$ cat config.mk
export PLATFORM = sky130hd
export DESIGN_NAME = zero_mem_bridge
export DESIGN_NICKNAME = d
export VERILOG_FILES = /design/src/rtl/zero_mem_bridge_pkg.sv /design/src/rtl/zero_mem_bridge_store_align.sv /design/src/rtl/zero_mem_bridge.sv
export SDC_FILE = /design/constraint.sdc
export NUM_CORES = 1
export LEC_CHECK = 0
export CORE_AREA = 4 4 239 241
export CTS_CLUSTER_DIAMETER = 200
export DETAILED_ROUTE_END_ITERATION = 16
export DIE_AREA = 0 0 243 245
export HOLD_SLACK_MARGIN = 0.1
export SLEW_MARGIN = 30
export SYNTH_ARGS = -nofsm -noshare
export SYNTH_HDL_FRONTEND = slang
export SYNTH_HIERARCHICAL = 1
export SYNTH_SLANG_ARGS = --single-unit
$ cat constraint.sdc
create_clock -name clk -period 3.4 [get_ports clk]
set_clock_uncertainty 0.1 [all_clocks]
set_input_delay 0.68 -clock clk [delete_from_list [all_inputs] [get_ports clk]]
set_output_delay 0.68 -clock clk [all_outputs]
set_load 0.005 [all_outputs]
$ cat src/rtl/zero_mem_bridge_pkg.sv
// Shared encodings for zero_mem_bridge: access sizes, RAM base, pending-response
// record and the size/offset helpers used by the store/load lane logic.
package zero_mem_bridge_pkg;

  localparam logic [63:0] RAM_BASE_ADDR = 64'h8000_0000;

  localparam logic [1:0] MEM_SIZE_B = 2'd0;
  localparam logic [1:0] MEM_SIZE_H = 2'd1;
  localparam logic [1:0] MEM_SIZE_W = 2'd2;
  localparam logic [1:0] MEM_SIZE_D = 2'd3;

  typedef enum logic [1:0] {
    PEND_SRC_IF    = 2'd0,
    PEND_SRC_LS    = 2'd1,
    PEND_SRC_STORE = 2'd2,
    PEND_SRC_ERR   = 2'd3
  } pend_src_e;

  typedef struct packed {
    logic      vld;
    pend_src_e src;
    logic [2:0] off;
    logic [1:0] size;
  } pend_t;

  // LSB-aligned bit mask covering the bytes of one access of the given size
  function automatic logic [63:0] size_mask(input logic [1:0] size);
    case (size)
      MEM_SIZE_B: return 64'h0000_0000_0000_00FF;
      MEM_SIZE_H: return 64'h0000_0000_0000_FFFF;
      MEM_SIZE_W: return 64'h0000_0000_FFFF_FFFF;
      default:    return 64'hFFFF_FFFF_FFFF_FFFF;
    endcase
  endfunction

  function automatic logic misaligned(input logic [1:0] size, input logic [2:0] off);
    case (size)
      MEM_SIZE_H: return off[0];
      MEM_SIZE_W: return off[1:0] != 2'b00;
      MEM_SIZE_D: return off != 3'b000;
      default:    return 1'b0;
    endcase
  endfunction

endpackage

$ cat src/rtl/zero_mem_bridge_store_align.sv
// zero_store_align: size/offset lane logic. Store side shifts data and builds the
// bit mask; load side extracts the addressed lanes of a RAM word to the LSB.
module zero_store_align
  import zero_mem_bridge_pkg::*;
(
  input  logic [1:0]  i_size,
  input  logic [2:0]  i_off,
  input  logic [63:0] i_wdata,
  output logic [63:0] o_wdata,
  output logic [63:0] o_wmask,
  output logic        o_misaligned,
  input  logic [1:0]  i_ld_size,
  input  logic [2:0]  i_ld_off,
  input  logic [63:0] i_ld_rdata,
  output logic [63:0] o_ld_data
);

  logic [5:0] w_st_shift;
  logic [5:0] w_ld_shift;

  assign w_st_shift   = {i_off, 3'b000};
  assign w_ld_shift   = {i_ld_off, 3'b000};

  assign o_wdata      = i_wdata << w_st_shift;
  assign o_wmask      = size_mask(i_size) << w_st_shift;
  assign o_misaligned = misaligned(i_size, i_off);

  assign o_ld_data    = (i_ld_rdata >> w_ld_shift) & size_mask(i_ld_size);

endmodule

$ cat src/rtl/zero_mem_bridge.sv
// zero_mem_bridge: maps zerocore fetch and load/store ports onto a RAMHelper read/write pair.
// Optional MEM_BRIDGE_PERF_EN adds saturating fetch-stall and LS-request counters.
module zero_mem_bridge
  import zero_mem_bridge_pkg::*;
#(
  parameter logic [63:0] RAM_BASE = RAM_BASE_ADDR,
  parameter int          DATA_W   = 64
) (
  input  logic        clk,
  input  logic        rst,
`ifdef MEM_BRIDGE_PERF_EN
  output logic [31:0] perf_if_stall,
  output logic [31:0] perf_ls_cnt,
`endif
  input  logic        if_req_valid,
  output logic        if_req_ready,
  input  logic [63:0] if_req_addr,
  output logic        if_rsp_valid,
  output logic [31:0] if_rsp_inst,
  input  logic        ls_req_valid,
  output logic        ls_req_ready,
  input  logic        ls_req_we,
  input  logic [1:0]  ls_req_size,
  input  logic [63:0] ls_req_addr,
  input  logic [63:0] ls_req_wdata,
  output logic        ls_rsp_valid,
  output logic [63:0] ls_rsp_rdata,
  output logic        ls_rsp_err,
  output logic        ram_ren,
  output logic [63:0] ram_ridx,
  input  logic [63:0] ram_rdata,
  output logic        ram_wen,
  output logic [63:0] ram_widx,
  output logic [63:0] ram_wdata,
  output logic [63:0] ram_wmask
);

  if (DATA_W != 64) begin : g_bad_data_w
    $error("zero_mem_bridge: DATA_W must be 64");
  end

  logic        w_ls_mis;
  logic        w_ld_hit;
  logic        w_st_hit;
  logic        w_if_hit;
  logic [63:0] w_ls_idx;
  logic [63:0] w_if_idx;
  logic [63:0] w_st_wdata;
  logic [63:0] w_st_wmask;
  logic [63:0] w_ld_data;
  pend_t       r_ls_pend;
  logic        r_if_vld;
  logic        r_if_hi;

  // Handshake: a request is taken in any cycle where valid && ready; its response
  // appears exactly one cycle later with no backpressure. LS is always ready.
  assign w_ld_hit = ls_req_valid && !ls_req_we && !w_ls_mis;
  assign w_st_hit = ls_req_valid &&  ls_req_we && !w_ls_mis;
  assign w_if_hit = if_req_valid && !w_ld_hit;

  assign w_ls_idx = (ls_req_addr - RAM_BASE) >> 3;
  assign w_if_idx = (if_req_addr - RAM_BASE) >> 3;

  // Decisions above stay free of rst so flops never sample the reset net; outputs are gated here
  assign ls_req_ready = 1'b1;
  assign if_req_ready = rst && !w_ld_hit;
  assign ram_ren      = rst && (w_ld_hit || w_if_hit);
  assign ram_ridx     = !rst ? '0 : (w_ld_hit ? w_ls_idx : (w_if_hit ? w_if_idx : '0));
  assign ram_wen      = rst && w_st_hit;
  assign ram_widx     = ram_wen ? w_ls_idx   : '0;
  assign ram_wdata    = ram_wen ? w_st_wdata : '0;
  assign ram_wmask    = ram_wen ? w_st_wmask : '0;

  zero_store_align u_align (
    .i_size       (ls_req_size),
    .i_off        (ls_req_addr[2:0]),
    .i_wdata      (ls_req_wdata),
    .o_wdata      (w_st_wdata),
    .o_wmask      (w_st_wmask),
    .o_misaligned (w_ls_mis),
    .i_ld_size    (r_ls_pend.size),
    .i_ld_off     (r_ls_pend.off),
    .i_ld_rdata   (ram_rdata),
    .o_ld_data    (w_ld_data)
  );

  always_ff @(posedge clk or negedge rst) begin
    if (!rst) begin
      r_if_vld  <= 1'b0;
      r_if_hi   <= 1'b0;
      r_ls_pend <= '0;
    end else begin
      r_if_vld       <= w_if_hit;
      r_if_hi        <= if_req_addr[2];
      r_ls_pend.vld  <= ls_req_valid;
      r_ls_pend.src  <= w_ls_mis ? PEND_SRC_ERR : (ls_req_we ? PEND_SRC_STORE : PEND_SRC_LS);
      r_ls_pend.off  <= ls_req_addr[2:0];
      r_ls_pend.size <= ls_req_size;
    end
  end

  assign if_rsp_valid = r_if_vld;
  assign if_rsp_inst  = !r_if_vld ? '0 : (r_if_hi ? ram_rdata[63:32] : ram_rdata[31:0]);
  assign ls_rsp_valid = r_ls_pend.vld;
  assign ls_rsp_err   = r_ls_pend.vld && (r_ls_pend.src == PEND_SRC_ERR);
  assign ls_rsp_rdata = (r_ls_pend.vld && (r_ls_pend.src == PEND_SRC_LS)) ? w_ld_data : '0;

`ifdef MEM_BRIDGE_PERF_EN
  logic [31:0] r_perf_if_stall;
  logic [31:0] r_perf_ls_cnt;

  always_ff @(posedge clk or negedge rst) begin
    if (!rst) begin
      r_perf_if_stall <= '0;
      r_perf_ls_cnt   <= '0;
    end else begin
      if (if_req_valid && w_ld_hit && (r_perf_if_stall != 32'hFFFF_FFFF))
        r_perf_if_stall <= r_perf_if_stall + 32'd1;
      if (ls_req_valid && (r_perf_ls_cnt != 32'hFFFF_FFFF))
        r_perf_ls_cnt <= r_perf_ls_cnt + 32'd1;
    end
  end

  assign perf_if_stall = r_perf_if_stall;
  assign perf_ls_cnt   = r_perf_ls_cnt;
`endif

endmodule

==> results_dict.tcl, run 1 <==
set metrics [dict create \
    power_switching_uw 860 \
    cts_htree_levels 1 \
    cts.clk_slew.worst_paths_ns 0.04 \
    placedCellCount 2619 \
    cts_buffers 3 \
    final_nets 2240 \
    finalNonFillerCells 2682 \
    cts_root_buffer "clkbuf_16" \
    wirelength_mm 55.1 \
    setup-violations-final 32 \
    status "complete, but fails checks" \
    stdcell_area_um2 18400 \
    clockBufferDepth 2 \
    ios 622 \
    die_h_um 245 \
    grt_setup_unrepaired "true" \
    ys_ff_latch 10 \
    max-cap-violations 0 \
    grt_pass1_wl_mm 80.0 \
    drc 0 \
    row_count 86 \
    holdCritPathClass "in -> async" \
    final_util_pct 33.5 \
    setup_tns_ns -4.27 \
    swShare_pct 39.8 \
    hold_violations 0 \
    p_int_uw 1300 \
    syn_area_um2 8860 \
    synth_flop_cell "dfrtp_1" \
    initial_utilization_pct 16.1 \
    p_per_area_nw_per_um2 117 \
    dieWidth_um 243 \
    worst_ep_required_time_ns 2.62 \
    violations "setup timing" \
    synth_largest_area_cell "and2_1" \
    pwr-share-clk_pct 11.0 \
    routedWlPerCell_um 20.6 \
    crit_type "in -> out" \
    crit_arrival_ns 2.87 \
    synth_sequential_area_ratio_pct 2.82 \
    viasPerCell 4.58 \
    overflow 0 \
    fillers 5752 \
    comb_power_share_pct 82.6 \
    area_growth_pct 108 \
    post_synth_most_frequent_cells "and2_1 (263), nor2_1 (104), mux2i_1 (102), nand2_1 (71), buf_4 (68)" \
    hpwlAfterDp_mm 44.1 \
    maxSlewViolCount 0 \
    grt_max_degree 65 \
    ant_nets 0 \
    dr_total_vias 12300 \
    yosysMostFrequentCell "and2_1" \
    synth_edf_count 0 \
    drive_gt1_share_pct 30.6 \
    total_power_uw 2160 \
    antenna_found_initial 8 \
    crit_path_end_kind "output port" \
    routabilityCongestion 0.988 \
    min_period_over_period_pct 107 \
    firstDrtPassIters 5 \
    synthCells 1216 \
    io_buffers 612 \
    critPathMaxFanout 3 \
    core_area_um2 54900 \
    cts.sinks 10 \
    cts_hold_buffers 0 \
    max_freq_ghz 0.274 \
    dr.first_iter.drc_count 618 \
    relSlewSlack_pct 56.4 \
    netlist_top_cells_area "and2_1 (19%), mux2i_1 (12%), mux4_2 (7.6%), buf_4 (5.8%), mux2_2 (4.8%)" \
    syn_area_per_cell_um2 7.29 \
    min_period_ns 3.65 \
    tightestPinTransition_ns 0.651 \
    pwr-share-seq_pct 6.5 \
    synthDistinctLibCells 62 \
    dieArea_um2 59500 \
    synthArstFlopShare_pct 100 \
    start_kind "input pin" \
    synth_warnings 6 \
    first_global_vias 13000 \
    synth_top_area_share_pct 18.6 \
    vdd_drop_max_mv 0.102 \
    place_area_um2 16900 \
    cts_tree "done" \
    timing.final.ws_setup_ns -0.254 \
    grt_usage_pct 17.1 \
    p_leak_uw 0.00857 \
]
==> cell type report <==
| type | instances | area (um^2) | share of cell area (%) |
|---|---|---|---|
| antenna | 4 | 10.0 | 0.0544 |
| sequential | 10 | 256 | 1.39 |
| timing repair buffer | 914 | 8580 | 46.6 |
| tap | 704 | 881 | 4.79 |
| clock buffer | 4 | 88.8 | 0.483 |
| inverter | 17 | 71.3 | 0.387 |
| multi-input combinational | 1029 | 8520 | 46.3 |
==> worst max-delay path: stages <==
cell and delay [ns]:
buf_6 0.09, or4_4 0.57, buf_6 0.15, buf_6 0.11
nor3_4 0.22, buf_6 0.15, nand3_4 0.08, nor4_4 0.27
buf_4 0.17, xnor2_4 0.14, o22ai_2 0.10, buf_2 0.14
==> power by group through the flow <==
stage	sequential [uW]	combinational, uW	clock, uW
detailed placement	142	1680	0
global placement	141	1670	0
CTS	140	1740	249
global route	142	1890	252
finish	140	1780	237
floorplan	132	750	0
==> layout by cell type, fill, tap and decap left out, types with 11 or more instances in the layout <==
| cell type | Yosys | layout |
|---|---|---|
| a21boi_0 | 29 | 25 |
| a21oi_1 | 15 | 14 |
| a2bb2oi_1 | 14 | 14 |
| and2_1 | 263 | 259 |
| buf_12 | 1 | 22 |
| buf_2 | 16 | 50 |
| buf_4 | 68 | 244 |
| buf_6 | 9 | 34 |
| clkdlybuf4s50_1 | 0 | 350 |
| dlygate4sd2_1 | 0 | 157 |
| dlymetal6s2s_1 | 0 | 27 |
| inv_1 | 16 | 12 |
| mux2_1 | 14 | 14 |
| mux2_2 | 38 | 38 |
| mux2_4 | 14 | 14 |
| mux2i_1 | 102 | 102 |
| mux4_2 | 30 | 30 |
| nand2_1 | 71 | 61 |
| nand3_1 | 35 | 30 |
| nor2_1 | 104 | 86 |
| nor2b_1 | 35 | 34 |
| nor3_1 | 29 | 19 |
| nor3_4 | 0 | 11 |
| o22ai_1 | 58 | 43 |
| o22ai_2 | 1 | 15 |
| xnor2_1 | 36 | 19 |
| xnor2_2 | 0 | 13 |
| xor2_1 | 24 | 15 |
==> layer usage <==
layer	up-vias	track usage [%]	wire length [um]
li1	5686	-	-
met1	5858	19.9	21800
met2	613	30.4	26900
met3	121	3.50	3730
met4	4	7.84	2690
met5	-	0	27
==> per-stage QoR <==
stage	worst slack, ns	hold slack, ns
6_report	-0.254	0.439
3_3_place_gp	-1.06	0.705
4_1_cts	-0.368	0.462
5_1_grt	-0.301	0.471
3_5_place_dp	-1.04	0.705
2_1_floorplan	0.000153	0.284
==> kinds of logic after synthesis <==
kind of cell	after synthesis	synth area share [%]
flip-flops	10	2.82
adder cells (fa/ha/maj)	2	0.282
multiplexers	198	28.1
AND/OR/NAND/NOR	604	38.5
XOR/XNOR	60	5.93
buffers and inverters	182	11.9
other	2	0.0848
AO/OA/AOI/OAI	158	12.4
==> repair_timing <==
item | in CTS | in global routing
pin swaps | 89 | 61
resized for setup | 596 | 99
gates cloned | 7 | 0
hold endpoints to repair | 0 | 0
setup buffers | 51 | 12
setup endpoints to repair | 258 | 118
==> worst paths after layout <==
path	from	to	slack (ns)	cells past startpoint
worst max-delay path	ls_req_addr[39]	ram_ridx[60]	-0.25	12
worst min-delay path	rst	r_ls_pend[5]	0.44	2
max in group asynchronous	rst	if_rsp_valid	2.54	2
min in group clk	ls_req_size[1]	r_ls_pend[1]	0.72	2
==> state kept, by name, indices dropped and copies added, names as in the netlist <==
signal	flops
if_rsp_valid	1
ls_rsp_valid	1
r_if_hi	1
r_ls_pend	7
Power figures use the tool's default switching activity.
==> run 2, diff against run 1 <==
Settings changed: REMOVE_ABC_BUFFERS set to 1.
==> results_dict.tcl, run 2 (same netlist as run 1, synthesis figures left out) <==
set metrics [dict create \
    drc 0 \
    drive_gt1_share_pct 32.3 \
    dieWidth_um 243 \
    cts_htree_levels 1 \
    holdCritPathClass "in -> async" \
    vdd_drop_max_mv 0.0860 \
    core_area_um2 54900 \
    grt_setup_unrepaired "true" \
    cts.clk_slew.worst_paths_ns 0.05 \
    setup_tns_ns -0.681 \
    final_nets 2257 \
    cpPeakStageDelay_ns 0.60 \
    dr_total_vias 12500 \
    holdWs_ns 0.521 \
    relSlewSlack_pct 59.3 \
    cp_cell_sequence "buf_8 > or4_4 > buf_6 > nor3_4 > nand2b_4 > nor4b_4 > xnor2_2 > buf_4 > o22ai_2 > buf_2" \
    pwr-share-seq_pct 6.1 \
    start_kind "input pin" \
    viasPerCell 4.61 \
    dr.first_iter.drc_count 599 \
    largest_reg_flops 7 \
    setup-violations-final 11 \
    p_int_uw 1310 \
    worst_ep_required_time_ns 2.62 \
    largest_register "r_ls_pend" \
    place_ws_ns -1.03 \
    max_freq_ghz 0.282 \
    p_leak_uw 0.00897 \
    die_h_um 245 \
    ant_nets 0 \
    fillers 5711 \
    io_buffers 612 \
    crit_path_end_kind "output port" \
    place_area_um2 16900 \
    overflow 0 \
    power_switching_uw 898 \
    crit_arrival_ns 2.76 \
    final_cell_mix "clkdlybuf4s50_1 (322), buf_4 (264), and2_1 (257)" \
    first_global_vias 13100 \
    grt_pass1_wl_mm 85.8 \
    min_period_ns 3.54 \
    critPathMaxFanout 3 \
    cts_root_buffer "clkbuf_16" \
    violations "setup timing" \
    pwr-share-clk_pct 10.3 \
    final_common_cell "clkdlybuf4s50_1" \
    firstDrtPassIters 5 \
    max-cap-violations 0 \
    maxSlewViolCount 0 \
    cts_buffers 3 \
    clockBufferDepth 2 \
    dieArea_um2 59500 \
    initial_utilization_pct 16.1 \
    grt_max_degree 65 \
    row_count 86 \
    grt_usage_pct 18.5 \
    antenna_found_initial 11 \
    ios 622 \
    tightestPinTransition_ns 0.611 \
    routedWlPerCell_um 22.0 \
    cts_hold_buffers 0 \
    stdcell_area_um2 18600 \
    min_period_over_period_pct 104 \
    p_per_area_nw_per_um2 118 \
    area_growth_pct 110 \
    routabilityCongestion 0.925 \
    swShare_pct 40.7 \
    timing.final.ws_setup_ns -0.144 \
    wirelength_mm 59.4 \
    comb_power_share_pct 83.5 \
    cts.sinks 10 \
    hpwlAfterDp_mm 46.4 \
    crit_type "in -> out" \
    crit_slowest_cell "or4_4" \
    status "complete, but fails checks" \
    cts_tree "done" \
    hold_violations 0 \
]
==> run 2: cell count changes in the layout (fill, tap and decap cells not counted), sizes merged <==
cell           delta
clkinv            +1
diode             +7
clkdlybuf4s50    -28
clkbuf           +16
buf              +10
dlygate4sd2      -13
inv               -1
dlymetal6s2s     +16
clkdlybuf4s15    +13
bufbuf            +3
==> run 2: what timing repair did <==
item	4_1_cts	5_1_grt
gates cloned	12	2
endpoints found under the setup margin	254	100
buffers inserted	45	18
gates resized for setup	630	149
hold endpoints to repair	0	0
pin swaps	83	66
==> run 2: cell type report <==
cell class,instances,area [um^2],area share [%]
Clock buffer,4,78.8,0.423
Multi-Input combinational cell,1029,8530,45.7
Inverter,17,81.3,0.436
Tap cell,704,881,4.72
Sequential cell,10,254,1.36
Antenna cell,11,27.5,0.148
Timing Repair Buffer,931,8800,47.2
==> run 2: layer usage <==
| metal | up-vias | global-route usage, % | wire, um |
|---|---|---|---|
| li1 | 5742 | - | - |
| met1 | 5997 | 22.3 | 23900 |
| met2 | 617 | 33.2 | 29500 |
| met3 | 101 | 3.78 | 4110 |
| met4 | 6 | 5.50 | 1880 |
| met5 | - | 0 | 41 |
==> run 2: stage by stage <==
stage	util [%]	cells	total power, uW
3_5_place_dp	30.8	2621	1840
6_report	34.0	2706	2200
3_3_place_gp	30.8	2621	1830
4_1_cts	33.1	2681	2160
5_1_grt	34.0	2702	2330
2_1_floorplan	-	1056	732
==> run 2: how the worst max path moves through the flow <==
stage / cells after the start / startpoint / slack (ns) / endpoint
final: 10 / ls_req_addr[39] / -0.14 / ram_ridx[43]
after global routing: 12 / ls_req_addr[31] / -0.20 / ram_ridx[42]
after detailed placement: 10 / ls_req_addr[31] / -1.03 / ram_ridx[36]
after floorplan: 6 / ls_req_addr[1] / -1.05 / ram_wdata[0]
after global placement: 12 / ls_req_size[1] / -1.01 / ram_ridx[16]
after CTS: 9 / ls_req_addr[36] / -0.28 / ram_ridx[49]
==> run 2: critical path, delay by kind of cell <==
family	cells	cell delay, ns
compound gates	1	0.14
xor+xnor	1	0.14
buf+inv	4	0.57
simple gates	4	1.23
==> run 2: power by group through the flow <==
stage	combinational (uW)	sequential [uW]	clock, uW
after global placement	1690	136	0
after floorplan	569	163	0
after CTS	1790	135	236
after global routing	1950	136	241
after detailed placement	1700	137	0
final	1840	135	228
